### config.mk
export PLATFORM = sky130hd
export DESIGN_NAME = mips_bus_arbiter_flat
export DESIGN_NICKNAME = d
export VERILOG_FILES = /design/src/rtl/mips_pkg.sv /design/src/rtl/mips_bus_arbiter_if.sv /design/src/rtl/mips_lane_align.sv /design/src/rtl/mips_bus_arbiter.sv /design/src/flat_wrapper.sv
export SDC_FILE = /design/constraint.sdc
export NUM_CORES = 1
export LEC_CHECK = 0
export CORE_MARGIN = 8
export CORE_UTILIZATION = 47
export DETAILED_ROUTE_END_ITERATION = 10
export PLACE_DENSITY = 0.87
export SYNTH_ARGS = -nofsm -noshare
export SYNTH_HDL_FRONTEND = slang
export SYNTH_HIERARCHICAL = 1
export SYNTH_SLANG_ARGS = --single-unit
### constraint.sdc
create_clock -name clk -period 3.6 [get_ports clk]
set_clock_uncertainty 0.05 [all_clocks]
set_input_delay 0.72 -clock clk [delete_from_list [all_inputs] [get_ports clk]]
set_output_delay 0.72 -clock clk [all_outputs]
set_load 0.005 [all_outputs]
### src/rtl/mips_pkg.sv
// Shared types for the MIPS bus arbiter: access-size encoding, arbiter state,
// and the alignment rule used to reject a request before it reaches the bus.
package mips_pkg;

    typedef enum logic [1:0] {
        SIZE_BYTE = 2'd0,
        SIZE_HALF = 2'd1,
        SIZE_WORD = 2'd2
    } size_e;

    typedef enum logic [1:0] {
        ST_IDLE   = 2'd0,
        ST_ACCESS = 2'd1,
        ST_RESP   = 2'd2
    } arb_state_e;

    // Size code 3 has no legal encoding and is reported as a fault.
    function automatic logic misaligned(input logic [1:0] size, input logic [1:0] lo);
        return (size == 2'd3) ||
               (size == SIZE_HALF && lo[0]) ||
               (size == SIZE_WORD && lo != 2'b00);
    endfunction

endpackage

### src/rtl/mips_bus_arbiter_if.sv
// CPU fetch/data ports plus the Avalon master bus, bundled for the arbiter.
// master = arbiter side, slave = CPU + memory side.
interface mips_bus_arbiter_if;
    logic        f_req;
    logic [31:0] f_addr;
    logic        f_ready;
    logic [31:0] f_rdata;
    logic        f_err;

    logic        d_req;
    logic        d_we;
    logic [1:0]  d_size;
    logic        d_signed;
    logic [31:0] d_addr;
    logic [31:0] d_wdata;
    logic        d_ready;
    logic [31:0] d_rdata;
    logic        d_err;

    logic [31:0] address;
    logic        read;
    logic        write;
    logic [31:0] writedata;
    logic [3:0]  byteenable;
    logic [31:0] readdata;
    logic        waitrequest;
    logic        busy;

    modport master (
        input  f_req, f_addr, d_req, d_we, d_size, d_signed, d_addr, d_wdata,
        input  readdata, waitrequest,
        output f_ready, f_rdata, f_err, d_ready, d_rdata, d_err,
        output address, read, write, writedata, byteenable, busy
    );

    modport slave (
        output f_req, f_addr, d_req, d_we, d_size, d_signed, d_addr, d_wdata,
        output readdata, waitrequest,
        input  f_ready, f_rdata, f_err, d_ready, d_rdata, d_err,
        input  address, read, write, writedata, byteenable, busy
    );
endinterface

### src/rtl/mips_lane_align.sv
// Byte-lane steering for a 32-bit bus: byteenable and store replication on the
// way out, lane select and sign/zero extension on the way back.
module mips_lane_align
    import mips_pkg::*;
(
    input  logic [1:0]  addr_lo,
    input  logic [1:0]  size,
    input  logic        is_signed,
    input  logic [31:0] wdata,
    input  logic [31:0] rdata,
    output logic [3:0]  byteenable,
    output logic [31:0] wdata_rep,
    output logic [31:0] rdata_ext
);
    logic [31:0] shifted;

    always_comb begin
        shifted    = rdata >> {addr_lo, 3'b000};
        byteenable = 4'b1111;
        wdata_rep  = wdata;
        rdata_ext  = shifted;
        case (size)
            SIZE_BYTE: begin
                byteenable = 4'b0001 << addr_lo;
                wdata_rep  = {4{wdata[7:0]}};
                rdata_ext  = {{24{is_signed & shifted[7]}}, shifted[7:0]};
            end
            SIZE_HALF: begin
                byteenable = 4'b0011 << addr_lo;
                wdata_rep  = {2{wdata[15:0]}};
                rdata_ext  = {{16{is_signed & shifted[15]}}, shifted[15:0]};
            end
            default: ;
        endcase
    end
endmodule

### src/rtl/mips_bus_arbiter.sv
// Arbitrates the CPU fetch and data ports onto one Avalon master; one access
// in flight, every access returns through IDLE so neither port starves.
module mips_bus_arbiter
    import mips_pkg::*;
#(
    parameter int TIMEOUT    = 0,
    parameter bit DATA_FIRST = 1'b1
) (
    input logic                 clk,
    input logic                 reset,
    mips_bus_arbiter_if.master  bus
);
    localparam logic [15:0] TIMEOUT_CNT = 16'(TIMEOUT);

    arb_state_e  state_q, state_d;
    logic        port_q, port_d;          // 1 = data port owns the access
    logic [1:0]  addr_lo_q, addr_lo_d;
    logic [1:0]  size_q, size_d;
    logic        signed_q, signed_d;
    logic [15:0] wait_cnt_q, wait_cnt_d;
    logic [31:0] address_q, address_d, writedata_q, writedata_d;
    logic [3:0]  byteenable_q, byteenable_d;
    logic        read_q, read_d, write_q, write_d;
    logic        f_ready_q, f_ready_d, f_err_q, f_err_d;
    logic        d_ready_q, d_ready_d, d_err_q, d_err_d;
    logic [31:0] f_rdata_q, f_rdata_d, d_rdata_q, d_rdata_d;

    logic        take_d, req_we, req_signed, is_idle;
    logic [31:0] req_addr, req_wdata;
    logic [1:0]  req_size;
    logic [3:0]  la_be;
    logic [31:0] la_wdata, la_rdata;
    logic        rsp_fire, rsp_err;
    logic [31:0] rsp_data;

    always_comb begin
        take_d     = bus.d_req && (DATA_FIRST || !bus.f_req);
        req_addr   = take_d ? bus.d_addr : bus.f_addr;
        req_size   = take_d ? bus.d_size : SIZE_WORD;
        req_signed = take_d && bus.d_signed;
        req_we     = take_d && bus.d_we;
        req_wdata  = take_d ? bus.d_wdata : 32'h0;
        is_idle    = (state_q == ST_IDLE);
    end

    // One aligner serves both directions: incoming request while IDLE,
    // latched request fields while the access completes.
    mips_lane_align u_align (
        .addr_lo    (is_idle ? req_addr[1:0] : addr_lo_q),
        .size       (is_idle ? req_size : size_q),
        .is_signed  (is_idle ? req_signed : signed_q),
        .wdata      (req_wdata),
        .rdata      (bus.readdata),
        .byteenable (la_be),
        .wdata_rep  (la_wdata),
        .rdata_ext  (la_rdata)
    );

    always_comb begin
        state_d      = state_q;
        port_d       = port_q;
        addr_lo_d    = addr_lo_q;
        size_d       = size_q;
        signed_d     = signed_q;
        wait_cnt_d   = wait_cnt_q;
        address_d    = address_q;
        writedata_d  = writedata_q;
        byteenable_d = byteenable_q;
        read_d       = read_q;
        write_d      = write_q;
        rsp_fire     = 1'b0;
        rsp_err      = 1'b0;
        rsp_data     = 32'h0;
        case (state_q)
            ST_IDLE: if (bus.f_req || bus.d_req) begin
                port_d     = take_d;
                addr_lo_d  = req_addr[1:0];
                size_d     = req_size;
                signed_d   = req_signed;
                wait_cnt_d = 16'h0;
                if (misaligned(req_size, req_addr[1:0])) begin
                    rsp_fire = 1'b1;
                    rsp_err  = 1'b1;
                    state_d  = ST_RESP;
                end else begin
                    address_d    = {req_addr[31:2], 2'b00};
                    byteenable_d = la_be;
                    writedata_d  = la_wdata;
                    read_d       = !req_we;
                    write_d      = req_we;
                    state_d      = ST_ACCESS;
                end
            end
            ST_ACCESS: begin
                if (!bus.waitrequest) begin
                    read_d   = 1'b0;
                    write_d  = 1'b0;
                    rsp_fire = 1'b1;
                    rsp_data = read_q ? la_rdata : 32'h0;
                    state_d  = ST_RESP;
                end else if (TIMEOUT > 0 && wait_cnt_q + 16'd1 == TIMEOUT_CNT) begin
                    read_d   = 1'b0;
                    write_d  = 1'b0;
                    rsp_fire = 1'b1;
                    rsp_err  = 1'b1;
                    state_d  = ST_RESP;
                end else begin
                    wait_cnt_d = wait_cnt_q + 16'd1;
                end
            end
            default: state_d = ST_IDLE;
        endcase

        f_ready_d = rsp_fire && !port_d;
        f_err_d   = rsp_fire && !port_d && rsp_err;
        f_rdata_d = (rsp_fire && !port_d) ? rsp_data : 32'h0;
        d_ready_d = rsp_fire && port_d;
        d_err_d   = rsp_fire && port_d && rsp_err;
        d_rdata_d = (rsp_fire && port_d) ? rsp_data : 32'h0;
    end

    always_ff @(posedge clk) begin
        if (reset) begin
            state_q      <= ST_IDLE;
            port_q       <= 1'b0;
            addr_lo_q    <= 2'b00;
            size_q       <= 2'b00;
            signed_q     <= 1'b0;
            wait_cnt_q   <= 16'h0;
            address_q    <= 32'h0;
            writedata_q  <= 32'h0;
            byteenable_q <= 4'b0000;
            read_q       <= 1'b0;
            write_q      <= 1'b0;
            f_ready_q    <= 1'b0;
            f_err_q      <= 1'b0;
            f_rdata_q    <= 32'h0;
            d_ready_q    <= 1'b0;
            d_err_q      <= 1'b0;
            d_rdata_q    <= 32'h0;
        end else begin
            state_q      <= state_d;
            port_q       <= port_d;
            addr_lo_q    <= addr_lo_d;
            size_q       <= size_d;
            signed_q     <= signed_d;
            wait_cnt_q   <= wait_cnt_d;
            address_q    <= address_d;
            writedata_q  <= writedata_d;
            byteenable_q <= byteenable_d;
            read_q       <= read_d;
            write_q      <= write_d;
            f_ready_q    <= f_ready_d;
            f_err_q      <= f_err_d;
            f_rdata_q    <= f_rdata_d;
            d_ready_q    <= d_ready_d;
            d_err_q      <= d_err_d;
            d_rdata_q    <= d_rdata_d;
        end
    end

    assign bus.address    = address_q;
    assign bus.read       = read_q;
    assign bus.write      = write_q;
    assign bus.writedata  = writedata_q;
    assign bus.byteenable = byteenable_q;
    assign bus.f_ready    = f_ready_q;
    assign bus.f_rdata    = f_rdata_q;
    assign bus.f_err      = f_err_q;
    assign bus.d_ready    = d_ready_q;
    assign bus.d_rdata    = d_rdata_q;
    assign bus.d_err      = d_err_q;
    assign bus.busy       = (state_q != ST_IDLE);
endmodule

### src/flat_wrapper.sv
// flat-port wrapper written by rule: the top's interface ports become plain ports
module mips_bus_arbiter_flat import mips_pkg::*;
#(
    parameter int TIMEOUT    = 0,
    parameter bit DATA_FIRST = 1'b1
)
  (clk, reset, bus_f_req, bus_f_addr, bus_d_req, bus_d_we, bus_d_size, bus_d_signed, bus_d_addr, bus_d_wdata, bus_readdata, bus_waitrequest, bus_f_ready, bus_f_rdata, bus_f_err, bus_d_ready, bus_d_rdata, bus_d_err, bus_address, bus_read, bus_write, bus_writedata, bus_byteenable, bus_busy);
  mips_bus_arbiter_if bus_i ();
  input logic clk;
  input logic reset;
  input wire logic [$bits(bus_i.f_req)-1:0] bus_f_req;
  input wire logic [$bits(bus_i.f_addr)-1:0] bus_f_addr;
  input wire logic [$bits(bus_i.d_req)-1:0] bus_d_req;
  input wire logic [$bits(bus_i.d_we)-1:0] bus_d_we;
  input wire logic [$bits(bus_i.d_size)-1:0] bus_d_size;
  input wire logic [$bits(bus_i.d_signed)-1:0] bus_d_signed;
  input wire logic [$bits(bus_i.d_addr)-1:0] bus_d_addr;
  input wire logic [$bits(bus_i.d_wdata)-1:0] bus_d_wdata;
  input wire logic [$bits(bus_i.readdata)-1:0] bus_readdata;
  input wire logic [$bits(bus_i.waitrequest)-1:0] bus_waitrequest;
  output wire logic [$bits(bus_i.f_ready)-1:0] bus_f_ready;
  output wire logic [$bits(bus_i.f_rdata)-1:0] bus_f_rdata;
  output wire logic [$bits(bus_i.f_err)-1:0] bus_f_err;
  output wire logic [$bits(bus_i.d_ready)-1:0] bus_d_ready;
  output wire logic [$bits(bus_i.d_rdata)-1:0] bus_d_rdata;
  output wire logic [$bits(bus_i.d_err)-1:0] bus_d_err;
  output wire logic [$bits(bus_i.address)-1:0] bus_address;
  output wire logic [$bits(bus_i.read)-1:0] bus_read;
  output wire logic [$bits(bus_i.write)-1:0] bus_write;
  output wire logic [$bits(bus_i.writedata)-1:0] bus_writedata;
  output wire logic [$bits(bus_i.byteenable)-1:0] bus_byteenable;
  output wire logic [$bits(bus_i.busy)-1:0] bus_busy;
  assign bus_i.f_req = bus_f_req;
  assign bus_i.f_addr = bus_f_addr;
  assign bus_i.d_req = bus_d_req;
  assign bus_i.d_we = bus_d_we;
  assign bus_i.d_size = bus_d_size;
  assign bus_i.d_signed = bus_d_signed;
  assign bus_i.d_addr = bus_d_addr;
  assign bus_i.d_wdata = bus_d_wdata;
  assign bus_i.readdata = bus_readdata;
  assign bus_i.waitrequest = bus_waitrequest;
  assign bus_f_ready = bus_i.f_ready;
  assign bus_f_rdata = bus_i.f_rdata;
  assign bus_f_err = bus_i.f_err;
  assign bus_d_ready = bus_i.d_ready;
  assign bus_d_rdata = bus_i.d_rdata;
  assign bus_d_err = bus_i.d_err;
  assign bus_address = bus_i.address;
  assign bus_read = bus_i.read;
  assign bus_write = bus_i.write;
  assign bus_writedata = bus_i.writedata;
  assign bus_byteenable = bus_i.byteenable;
  assign bus_busy = bus_i.busy;
  mips_bus_arbiter #(.TIMEOUT(TIMEOUT), .DATA_FIRST(DATA_FIRST)) u_core (.clk(clk), .reset(reset), .bus(bus_i));
endmodule
==> flow_summary.yaml, run 1 <==
status:
  outcome: "complete, no violations"
worst_setup_path:
  worstPathArrival_ns: 2.99
  critPathSlowestCell: "clkdlybuf4s50_1"
  cp.required_ns: 3.84
  max_stage_delay_ns: 0.51
  worstSetupEndpointType: "flop"
  crit_type: "in -> reg"
  path_cells: "clkdlybuf4s50_1 > mux2i_1 > a21oi_4 > buf_4 > mux2i_1 > o21a_1 > buf_4 > o211ai_1 > nand2_1 > nor2_1"
  cp_top_family: "buffers and inverters"
  cp_num_buf_inv: 3
  cp_max_fo: 30
  critPathLaunchType: "primary input"
clock_tree:
  numCtsBuffers: 17
  clk_path_buf_depth: 2
  cts_root_buf: "clkbuf_16"
  cts_tree: "done"
  worstSkewPairLatency_ns: 0.41
  postCtsSetupRepairBufs: 0
  cts_resized: 0
  cts.reportedPaths.clkPinSlew_ns: 0.06
  cts_hold_buf: 0
  htreeDepth: 4
  clock-sinks: 144
timing:
  fin_ws_ns: 0.8427
  final_hold_viol_count: 0
  rsz0062_at_grt: "false"
  drv_slew: 0
  worst_pin_slew_ns: 0.7025
  setup_viol: 0
  fin_tns_setup_ns: 0
  period_share_pct: 76.59
  min_period_ns: 2.757
  timing.slew.headroom_pct: 52.99
  timing.fmax_mhz: 362.7
placement:
  place_worst_setup_slack_ns: 0.4838
  port_buffers: 273
  hpwl_um: 16490
  place_congestion: 0.8910
logic_synthesis:
  synth_xor_area_share_pct: 0
  synth-async-reset-ratio_pct: 0
  synth_cell_types: 44
  yosysSeqAreaShare_pct: 43.10
  synth_common_cells: "144 x dfxtp_1, 84 x a21oi_1, 84 x nor2_1"
  synth_top_family_by_area: "compound AO/OA/AOI/OAI gates"
  synth_edf_count: 0
  postSynthAreaPerCell_um2: 8.732
  synthMuxAreaShare_pct: 12.72
  netlist_top_cells_area: "dfxtp_1 43%, mux2i_1 8.2%, a21oi_1 6.3%, nor2_1 4.7%, mux2_2 4.0%"
  synth_warnings: 6
  synth_compound_gate_area_share_pct: 18.57
  ys_seq_elements: 144
  synth_top_area_share_pct: 43.10
  syn-cell-area_um2: 6689
  synth_largest_area_cell: "dfxtp_1"
  synth_fa_ha_area_share_pct: 0
  yosys.area_share.simple_pct: 17.45
  syn-instance-count: 766
  synth.most_common_cell: "dfxtp_1"
  synthFlopType: "dfxtp_1"
detailed_routing:
  wl_per_cell_um: 19.55
  drt_drc_violations_left: 0
  ant_nets: 0
  vias: 6577
  drt-total-wl_um: 23170
  drtIter0Drc: 558
  vias_per_cell: 5.550
  firstDrtPassIters: 5
hold_path:
  hold_path_class: "reg -> reg"
floorplan:
  die_h_um: 135.3
  die_w_um: 135.3
  rows: 43
  start_util_pct: 48.19
  fp.coreArea_um2: 13880
  die_area_um2: 18300
  ios: 276
global_route:
  grt_max_degree: 71
  antenna_found_initial: 0
  overflow: 0
  grt_first_pass_wirelength_um: 34380
  grt_use_total_pct: 23.99
  grt_pass1_vias: 6366
final_layout:
  n_fill_cell: 1064
  diodes: 0
  multi_input_area_um2: 3299
  syn2layout_area_growth_pct: 47.42
  register_area_um2: 2883
  fin_nets: 1130
  final_layout_size_suffix_gt1_share_pct: 9.950
power_and_ir_drop:
  vdd_drop_max_v: 0.0003385
  leakage_uw: 0.003609
  cellPowerDensity_nw_per_um2: 459.7
job:
  max_cap_violations: 0
-- layer usage --
layer | up-vias | wire, um | global-route usage [%]
li1 | 3105 | - | -
met1 | 3118 | 8697 | 26.56
met2 | 318 | 11580 | 41.98
met3 | 36 | 2472 | 8.272
met4 | 0 | 420 | 8.143
met5 | - | 0 | 0
-- power by group --
group	switching, uW	leakage, uW	internal, uW
Clock	686	0.000277	1020
Combinational	583	0.00216	533
Sequential	40.0	0.00117	1670
Total	1310	0.00361	3220
-- layout make-up --
cell class                      instances  area share, %
Multi-Input combinational cell        536          33.46
Sequential cell                       144          29.23
Timing Repair Buffer                  292          29.18
Clock buffer                           18          4.352
Tap cell                              180          2.284
Clock inverter                         13          1.408
Inverter                                2        0.07613
-- through the flow --
| stage | hold WS (ns) | total power, uW | utilization, % | cell area (um2) | std cells |
|---|---|---|---|---|---|
| final | 0.4226 | 4533 | 71.04 | 9861 | 1185 |
| after global routing | 0.4580 | 4710 | 71.04 | 9861 | 1185 |
| after CTS | 0.4247 | 4549 | 71.04 | 9861 | 1185 |
| after detailed placement | 0.4165 | 2837 | 66.95 | 9293 | 1154 |
| after global placement | 0.4112 | 2823 | 66.95 | 9293 | 1154 |
| after floorplan | 0.4110 | 2418 | - | 6693 | 767 |
-- state kept, by name, indices dropped and copies added, names as in the netlist --
name and cells:
u_core/bus.byteenable 4, u_core/signed_q 1, u_core/bus.f_rdata 32, u_core/bus.address 30, u_core/bus.f_err 1, u_core/port_q 1, u_core/state_q 2, u_core/bus.d_rdata 32
u_core/bus.f_ready 1, u_core/size_q 2, u_core/bus.writedata 32, u_core/bus.write 1, u_core/bus.d_ready 1, u_core/bus.d_err 1, u_core/addr_lo_q 2, u_core/bus.read 1
-- worst register-to-register path: cells and delay by family, from the launching register on --
kind            cells  cell delay [ns]
simple gates        6             1.44
flops               1             0.35
mux                 1             0.34
buf+inv             1             0.30
compound gates      1             0.08
-- path summary, 6_finish.rpt --
kind         depth (start not counted)  slack, ns               startpoint                  endpoint
max reg2reg                          9       0.90        u_core/state_q[0]  u_core/bus.writedata[10]
min reg2reg                          2       0.42  u_core/bus.writedata[6]   u_core/bus.writedata[6]
min                                  2       0.42  u_core/bus.writedata[6]   u_core/bus.writedata[6]
max                                 10       0.84            bus_d_addr[0]    u_core/bus.d_rdata[27]
-- cell usage in the layout (no fill, tap or decap), types with 4 or more instances in the layout --
master / netlist / layout
buf_4: 18 / 18
a211oi_1: 31 / 31
clkdlybuf4s50_1: 0 / 271
or2_2: 7 / 7
mux2i_1: 55 / 55
a21oi_1: 84 / 82
nand3_1: 36 / 36
clkbuf_16: 0 / 17
and2_1: 35 / 35
o21ai_0: 50 / 50
o21ai_1: 5 / 4
nor2_1: 84 / 81
clkinv_2: 0 / 4
nand2_1: 66 / 66
mux2_2: 24 / 24
nand3b_1: 5 / 5
dfxtp_1: 144 / 144
o211ai_1: 18 / 18
-- kinds of logic (layout without fill, tap and decap cells) --
logic type | Yosys count | in the layout
buffers and inverters | 87 | 325
AO/OA/AOI/OAI | 204 | 204
other | 1 | 2
flip-flops | 144 | 144
multiplexers | 81 | 81
AND/OR/NAND/NOR | 249 | 249
No activity file was read; power rests on OpenSTA's default activity.
==> inputs of run 2 (changes only) <==
CORE_UTILIZATION = 39   (was 47)
PLACE_DENSITY = 0.77   (was 0.87)
clock period = 2.4 ns   (was 3.6 ns; I/O delays follow)
==> run 2 against run 1 <==
Effect of this change: die area rose by 18%; first-iteration DRC count shrank 33%; clock power is 75% higher; non-clock buffer count is 25 higher; critical path type is now reg -> out; critical endpoint is now bus_busy; largest cell class unchanged.
==> flow_summary.yaml, run 2 (synthesis gave the netlist of run 1 again) <==
clock_tree:
  postCtsSetupRepairBufs: 0
  worstSkewPairLatency_ns: 0.41
  clk_path_buf_depth: 2
  numCtsBuffers: 17
  cts.reportedPaths.clkPinSlew_ns: 0.06
  cts_tree: "done"
  cts_root_buf: "clkbuf_16"
  clock-sinks: 144
  htreeDepth: 4
final_layout:
  register_area_um2: 2883
  final_layout_size_suffix_gt1_share_pct: 12.51
  final_area_um2: 10360
  diodes: 0
  syn2layout_area_growth_pct: 54.84
  n_fill_cell: 1537
  multi_input_area_um2: 3314
  most-common-layout-cells: "271 x clkdlybuf4s50_1, 144 x dfxtp_1, 82 x a21oi_1"
  fin_nets: 1155
  stdcell_count: 1256
  layout_commonest_cell: "clkdlybuf4s50_1"
power_and_ir_drop:
  netSwitchingPower_uw: 2029
  leakage_uw: 0.003828
  p_int_uw: 5337
  comb_power_share_pct: 24.9
  switching_share_pct: 27.54
  cellPowerDensity_nw_per_um2: 711.2
  pwr-share-clk_pct: 40.3
  p_seq_share_pct: 34.9
  vdd_drop_max_v: 0.0005149
timing:
  final_hold_viol_count: 0
  min_period_ns: 2.292
  timing.fmax_mhz: 436.3
  drv_slew: 0
  period_share_pct: 95.50
  worst_pin_slew_ns: 0.6475
  timing.slew.headroom_pct: 56.83
  rsz0062_at_grt: "false"
  whs_ns: 0.3533
  fin_ws_ns: 0.1081
  setup_viol: 0
  fin_tns_setup_ns: 0
worst_setup_path:
  worstSetupEndpointType: "primary output"
  setup.worst_path.end: "bus_busy"
  r2r_cells: 11
  crit_type: "reg -> out"
  reg2reg_slack_ns: 0.16
  critPathLaunchType: "flop"
  startpoint: "u_core/state_q[1]"
  worstPathArrival_ns: 1.76
  r2r_start: "u_core/state_q[0]"
  cp_max_fo: 6
  r2r-end: "u_core/bus.d_rdata[16]"
  cp.required_ns: 1.87
placement:
  hpwl_um: 17640
  place_inst: 1224
  placed_area_um2: 9674
  port_buffers: 273
  place_congestion: 0.8921
  place_worst_setup_slack_ns: -0.2155
detailed_routing:
  vias_per_cell: 5.171
  vias: 6495
  drt-total-wl_um: 23560
  wl_per_cell_um: 18.76
  drt_drc_violations_left: 0
  firstDrtPassIters: 5
  drtIter0Drc: 373
  ant_nets: 0
global_route:
  grt_max_degree: 69
  grtUsageMet3_pct: 8.244
  grt_first_pass_wirelength_um: 36480
  grt-busiest-layer: "met2"
  antenna_found_initial: 1
  grt_pass1_vias: 6712
  overflow: 0
  use_met1_pct: 24.50
  grt_use_met2_pct: 35.67
  grt_use_total_pct: 21.18
floorplan:
  die_w_um: 147.0
  die_area_um2: 21600
  ios: 276
  rows: 48
  fp.coreArea_um2: 17060
  die_h_um: 147.0
  start_util_pct: 39.22
hold_path:
  whs_path_depth: 2
  hold_path_class: "in -> reg"
job:
  max_cap_violations: 0
status:
  outcome: "complete, no violations"
[run 2: changes by cell type in the layout (fill, tap and decap cells not counted), sizes merged]
cell,change
buf,+25
bufinv,+3
clkinv,-2
[run 2: layout make-up]
class	instances	area share, %
Clock inverter	14	2.211
Timing Repair Buffer	317	30.93
Clock buffer	18	4.240
Tap cell	225	2.718
Inverter	2	0.07248
Multi-Input combinational cell	536	32.00
Sequential cell	144	27.83
[run 2: power groups by stage]
| stage | Sequential (uW) | Clock [uW] | Combinational [uW] |
|---|---|---|---|
| 2_1_floorplan | 2620 | 0 | 1000 |
| 3_3_place_gp | 2610 | 0 | 1810 |
| 3_5_place_dp | 2620 | 0 | 1820 |
| 4_1_cts | 2570 | 3020 | 1830 |
| 5_1_grt | 2580 | 3150 | 1980 |
| 6_report | 2570 | 2970 | 1830 |
[run 2: stage by stage]
| step | util [%] | power [uW] |
|---|---|---|
| 6_report | 60.72 | 7366 |
| 5_1_grt | 60.72 | 7706 |
| 4_1_cts | 60.65 | 7424 |
| 3_5_place_dp | 56.72 | 4435 |
| 3_3_place_gp | 56.72 | 4418 |
| 2_1_floorplan | - | 3627 |
[run 2: worst min path at each step]
stage / from / to
after global placement: u_core/bus.writedata[5] / u_core/bus.writedata[5]
final: reset / u_core/size_q[0]
after CTS: reset / u_core/size_q[0]
after floorplan: u_core/bus.read / u_core/bus.read
after detailed placement: u_core/bus.read / u_core/bus.read
after global routing: reset / u_core/signed_q
[run 2: critical path, stage by stage (launching register included)]
cell	delay [ns]
dfxtp_1	0.44
nor2_4	0.09
buf_4	0.16
inv_2	0.11
clkdlybuf4s50_1	0.54
[run 2: repair_timing]
action	CTS	global route
hold buffers	0	0
hold endpoints to repair	0	0
resized for setup	1	3
cloned	0	0
endpoints found under the setup margin	2	6
[run 2: routing by layer]
metal,up-vias,wire [um]
met4,2,386
met1,3014,9626
li1,3154,-
met3,29,2258
met5,-,13
met2,296,11270
==> inputs of run 3 (changes only) <==
CELL_PAD_IN_SITES_DETAIL_PLACEMENT = 1   (was default)
CELL_PAD_IN_SITES_GLOBAL_PLACEMENT = 1   (was default)
CORE_MARGIN = 5   (was 8)
CORE_UTILIZATION = 28   (was 39)
PLACE_DENSITY = default   (was 0.77)
PLACE_DENSITY_LB_ADDON = 0.1   (was default)
==> run 3 against run 2 <==
Effect of this change: fmax is 0.49% lower; die area is 25% higher; core utilization is 16 points lower; cell count is 8.6% higher; sequential power hardly changed; power is 1.1% lower; design area is 2.2% higher; largest cell class is now non-clock buffers.
==> flow_summary.yaml, run 3 (synthesis gave the netlist of run 1 again) <==
status:
  outcome: "complete, no violations"
global_route:
  grt_use_total_pct: 18.24
  antenna_found_initial: 3
  grt_max_degree: 77
  grt_pass1_vias: 6663
  overflow: 0
  grt_first_pass_wirelength_um: 38210
final_layout:
  fin_util_pct: 45.10
  syn2layout_area_growth_pct: 58.27
  layout_commonest_cell: "clkdlybuf4s50_1"
  multi_input_area_um2: 3314
  final_layout_size_suffix_gt1_share_pct: 13.51
  most-common-layout-cells: "271 x clkdlybuf4s50_1, 144 x dfxtp_1, 82 x a21oi_1"
  n_fill_cell: 2705
  register_area_um2: 2883
  fin_nets: 1168
floorplan:
  start_util_pct: 28.50
  die_h_um: 164.6
  rows: 56
  die_area_um2: 27080
  fp.coreArea_um2: 23470
  ios: 276
  die_w_um: 164.6
placement:
  hpwl_um: 18550
  place_congestion: 0.7846
  port_buffers: 273
power_and_ir_drop:
  power.total_uw: 7286
  vdd_drop_max_v: 0.0004686
  leakage_uw: 0.003895
  cellPowerDensity_nw_per_um2: 688.2
hold_path:
  hold_path_class: "reg -> reg"
detailed_routing:
  ant_nets: 0
  drt_drc_violations_left: 0
  wl_per_cell_um: 18.57
  drt-total-wl_um: 25330
  vias_per_cell: 4.717
  drtIter0Drc: 214
  firstDrtPassIters: 4
  vias: 6434
timing:
  timing.fmax_mhz: 434.2
  rsz0062_at_grt: "false"
  drv_slew: 0
  min_period_ns: 2.303
  period_share_pct: 95.96
  setup_viol: 0
  worst_pin_slew_ns: 0.5061
  timing.slew.headroom_pct: 65.90
  final_hold_viol_count: 0
clock_tree:
  clk_path_buf_depth: 2
  numCtsBuffers: 17
  clock-sinks: 144
  cts.reportedPaths.clkPinSlew_ns: 0.07
  cts_tree: "done"
  cts_root_buf: "clkbuf_16"
  worstSkewPairLatency_ns: 0.42
  htreeDepth: 4
worst_setup_path:
  critPathLaunchType: "primary input"
  cp_max_fo: 20
  worstPathArrival_ns: 2.56
  max_stage_delay_ns: 0.48
  critPathSlowestCell: "clkdlybuf4s50_1"
  worst_path_most_repeated_cell: "nand2_1"
  cp.required_ns: 2.66
  worstSetupEndpointType: "flop"
  crit_type: "in -> reg"
  path_cells: "clkdlybuf4s50_1 > mux2i_1 > buf_4 > a21oi_4 > buf_6 > buf_12 > mux2_2 > nand2_1 > o21ai_0 > nand2_1 > nor2_1"
job:
  max_cap_violations: 0
run 3: area by class of cell:
| type | instances | area share [%] |
|---|---|---|
| tap | 319 | 3.770 |
| multi-input combinational | 536 | 31.31 |
| antenna | 1 | 0.02364 |
| clock inverter | 14 | 1.761 |
| inverter | 2 | 0.07091 |
| timing repair buffer | 330 | 31.69 |
| clock buffer | 18 | 4.148 |
| sequential | 144 | 27.23 |
run 3: what timing repair did:
item,4_1_cts,5_1_grt
gates resized for setup,0,3
buffers inserted,0,2
hold buffers,0,0
endpoints found under the setup margin,0,40
run 3: layer usage:
metal	GRT usage, %	up-vias	part of all wire, %
li1	-	3184	-
met1	21.61	3040	42
met2	31.27	185	49
met3	6.539	21	7.8
met4	4.915	4	1.3
met5	0	-	0.083
run 3: path summary, 6_finish.rpt:
| check | start | to | slack [ns] | depth (start not counted) |
|---|---|---|---|---|
| worst max-delay path | bus_d_addr[0] | u_core/bus.d_rdata[4] | 0.1 | 11 |
| worst min-delay path | u_core/bus.read | u_core/bus.read | 0.42 | 2 |
| worst max register to register | u_core/state_q[1] | u_core/bus.d_rdata[4] | 0.15 | 11 |
| worst min register to register | u_core/bus.read | u_core/bus.read | 0.42 | 2 |
run 3: worst max-delay path: cells and delay by family:
kind | cells | cell delay, ns
buffers and inverters | 4 | 1.00
multiplexers | 2 | 0.44
AND/OR/NAND/NOR | 3 | 0.26
AO/OA/AOI/OAI | 2 | 0.37
run 3: through the flow:
step                std cells  setup TNS (ns)  cell area, um2  hold WS (ns)  setup slack, ns
floorplan                 767               0            6693        0.4110           0.1168
global placement         1329          -14.01            9932        0.4113          -0.3665
detailed placement       1329          -15.06            9932        0.4183          -0.3683
CTS                      1361               0           10560        0.4247          0.04162
global route             1364               0           10590        0.4537         0.001212
finish                   1364               0           10590        0.4224          0.09690
run 3: report_power, final:
| part | leakage, uW | internal [uW] | switching [uW] |
|---|---|---|---|
| sequential | 0.00117 | 2510 | 59.1 |
| combinational | 0.00242 | 985 | 929 |
| clock | 0.000304 | 1620 | 1190 |
| total | 0.00389 | 5110 | 2180 |
==> RTL change, RTL diff (config.mk and constraints of run 2) <==
`address_q`, `writedata_q`, `byteenable_q`, `f_rdata_q` and `d_rdata_q` no longer have a reset.
--- a/src/rtl/mips_bus_arbiter.sv
+++ b/src/rtl/mips_bus_arbiter.sv
@@ -129,5 +129,2 @@
             wait_cnt_q   <= 16'h0;
-            address_q    <= 32'h0;
-            writedata_q  <= 32'h0;
-            byteenable_q <= 4'b0000;
             read_q       <= 1'b0;
@@ -136,6 +133,4 @@
             f_err_q      <= 1'b0;
-            f_rdata_q    <= 32'h0;
             d_ready_q    <= 1'b0;
             d_err_q      <= 1'b0;
-            d_rdata_q    <= 32'h0;
         end else begin
@@ -147,5 +142,2 @@
             wait_cnt_q   <= wait_cnt_d;
-            address_q    <= address_d;
-            writedata_q  <= writedata_d;
-            byteenable_q <= byteenable_d;
             read_q       <= read_d;
@@ -154,7 +146,13 @@
             f_err_q      <= f_err_d;
-            f_rdata_q    <= f_rdata_d;
             d_ready_q    <= d_ready_d;
             d_err_q      <= d_err_d;
-            d_rdata_q    <= d_rdata_d;
         end
+    end
+
+    always_ff @(posedge clk) begin
+        address_q    <= address_d;
+        writedata_q  <= writedata_d;
+        byteenable_q <= byteenable_d;
+        f_rdata_q    <= f_rdata_d;
+        d_rdata_q    <= d_rdata_d;
     end
Check against the original RTL: not equivalent (a bounded check fails within 4 cycles, from zero or initial values and one cycle with reset high).
==> RTL change against run 2 <==
  * Via count is 22% lower
  * Power shrank 9.1%
  * Routed wire length down 19%
  * Sequential share of layout area up 8.0 points
  * Die area fell by 5.5%
  * Cell area down 4.4%
  * Worst setup slack worse by 0.017 ns
  * Sequential cell count stayed put
  * Synthesized area shrank 6.2%
  * Non-clock buffer count down 7
  * Critical path type unchanged
==> RTL change: results (changes against run 2) <==
- Most common library cells after synthesis: dfxtp_1 (78), nor2_1 (77), nand2_1 (75), edfxtp_1 (66), mux2_2 (54) (was dfxtp_1 (144), a21oi_1 (84), nor2_1 (84), nand2_1 (66), mux2i_1 (55))
- Highest routed layer: met4 (was met5)
- DP Area: 9340 um2 (was 9670 um2)
- Status: finished, final reports clean (unchanged)
- Netlist cell types: 46 (was 44)
- Reg2Reg Launch Point: u_core/state_q[1] (was u_core/state_q[0])
- Htree depth: 4 (unchanged)
- Gate count of the mapped netlist: 565 (was 766)
- Hold Crit Start: u_core/signed_q (was reset)
- Routability Congestion: 0.858 (was 0.892)
- Routed wl met2: 9.56 mm (was 11.3 mm)
- Vias in the first global route: 5307 (was 6712)
- Initial antenna violation count: 0 (was 1)
- First-pass GRT wire length: 29.1 mm (was 36.5 mm)
- Clock Latency Late Sink: 0.41 ns (about the same)
- VDD IR max: 0.519 mV (was 0.515 mV)
- Grt met2 use: 0.321 (was 0.357)
- Hold depth: 2 (unchanged)
- Reg-to-Reg End: u_core/bus.d_rdata[26] (was u_core/bus.d_rdata[16])
- M1 WL: 7.54 mm (was 9.63 mm)
- Leak: 3.71 nW (was 3.83 nW)
- Met3 Use GR: 0.0574 (was 0.0824)
- Crit path max fanout: 7 (was 6)
- Clock Root Buffer: clkbuf_16 (unchanged)
- Routed wire length on met3: 1.58 mm (was 2.26 mm)
- Routing usage on met1: 0.213 (was 0.245)
- CP Data Arrival Time: 1.78 ns (was 1.76 ns)
- TritonCTS Buffers: 17 (unchanged)
- Final #Nets: 982 (was 1155)
- Final setup vio count: 0 (unchanged)
- Ys Warns: 6 (unchanged)
- R2r setup slk: 0.23 ns (was 0.16 ns)
- Layout cells sized above 1: 0.172 (was 0.125)
- # resized after CTS: 0 (was 1)
- Worst slack, placed: -0.233 ns (was -0.216 ns)
- Iter 0 DRT Violations: 334 (was 373)
- Register area: 3540 um2 (was 2880 um2)
- Fin. Hold Viols: 0 (unchanged)
- Total track usage: 0.187 (was 0.212)
- Slew margin rel.: 0.590 (was 0.568)
- Fill cells: 1306 (was 1537)
- Hold_ws: 0.409 ns (was 0.353 ns)
- Vias/cell: 4.71 (was 5.17)
- Synth async-reset ratio: 0 (unchanged)
- WL final: 19.1 mm (was 23.6 mm)
- Post-DP HPWL: 14.6 mm (was 17.6 mm)
- Clock Tree Buf Depth: 2 (unchanged)
- Cells after DPL: 1042 (was 1224)
- Minimum clock period: 2.31 ns (was 2.29 ns)
- Worst reg2reg path depth: 10 (was 11)
- Top cells by area, synth: edfxtp_1 (32%), dfxtp_1 (25%), mux2_2 (9.7%) (was dfxtp_1 (43%), mux2i_1 (8.2%), a21oi_1 (6.3%))
- Hold EP: u_core/signed_q (was u_core/size_q[0])
- Routed WL per cell: 17.8 um (was 18.8 um)
- Max stage delay on crit path: 0.48 ns (was 0.54 ns)
- Number of synthesized flops with an enable pin: 66 (was 0)
- Seq/Total Area, Yosys: 0.564 (was 0.431)
- Largest net degree at the start of global routing: 63 (was 69)
- HP Class: reg -> reg (was in -> reg)
[RTL change: critical path: cells and delay by family (launching register included)]
kind	cells	cell delay, ns
buffers and inverters	3	0.85
DFF	1	0.35
and+or+nand+nor	1	0.15
[RTL change: report_power, final]
part | internal, W | switching (W)
combinational | 0.000794 | 0.000664
sequential | 0.00273 | 0.0000374
clock | 0.00139 | 0.00109
total | 0.00491 | 0.00179
[RTL change: kinds of logic after synthesis]
group | after synthesis | share of synthesized area
other | 1 | 0.000597
AO/OA/AOI/OAI | 68 | 0.0771
flip-flops | 144 | 0.564
AND/OR/NAND/NOR | 218 | 0.162
buffers and inverters | 51 | 0.0508
multiplexers | 83 | 0.145
[RTL change: layout make-up]
| class | count | share of cell area |
|---|---|---|
| clock inverters | 14 | 0.0120 |
| flip-flops and latches | 144 | 0.358 |
| well taps | 216 | 0.0273 |
| multi-input cells | 371 | 0.246 |
| repair buffers | 310 | 0.311 |
| clock buffers | 18 | 0.0444 |
| inverters | 1 | 0.000758 |
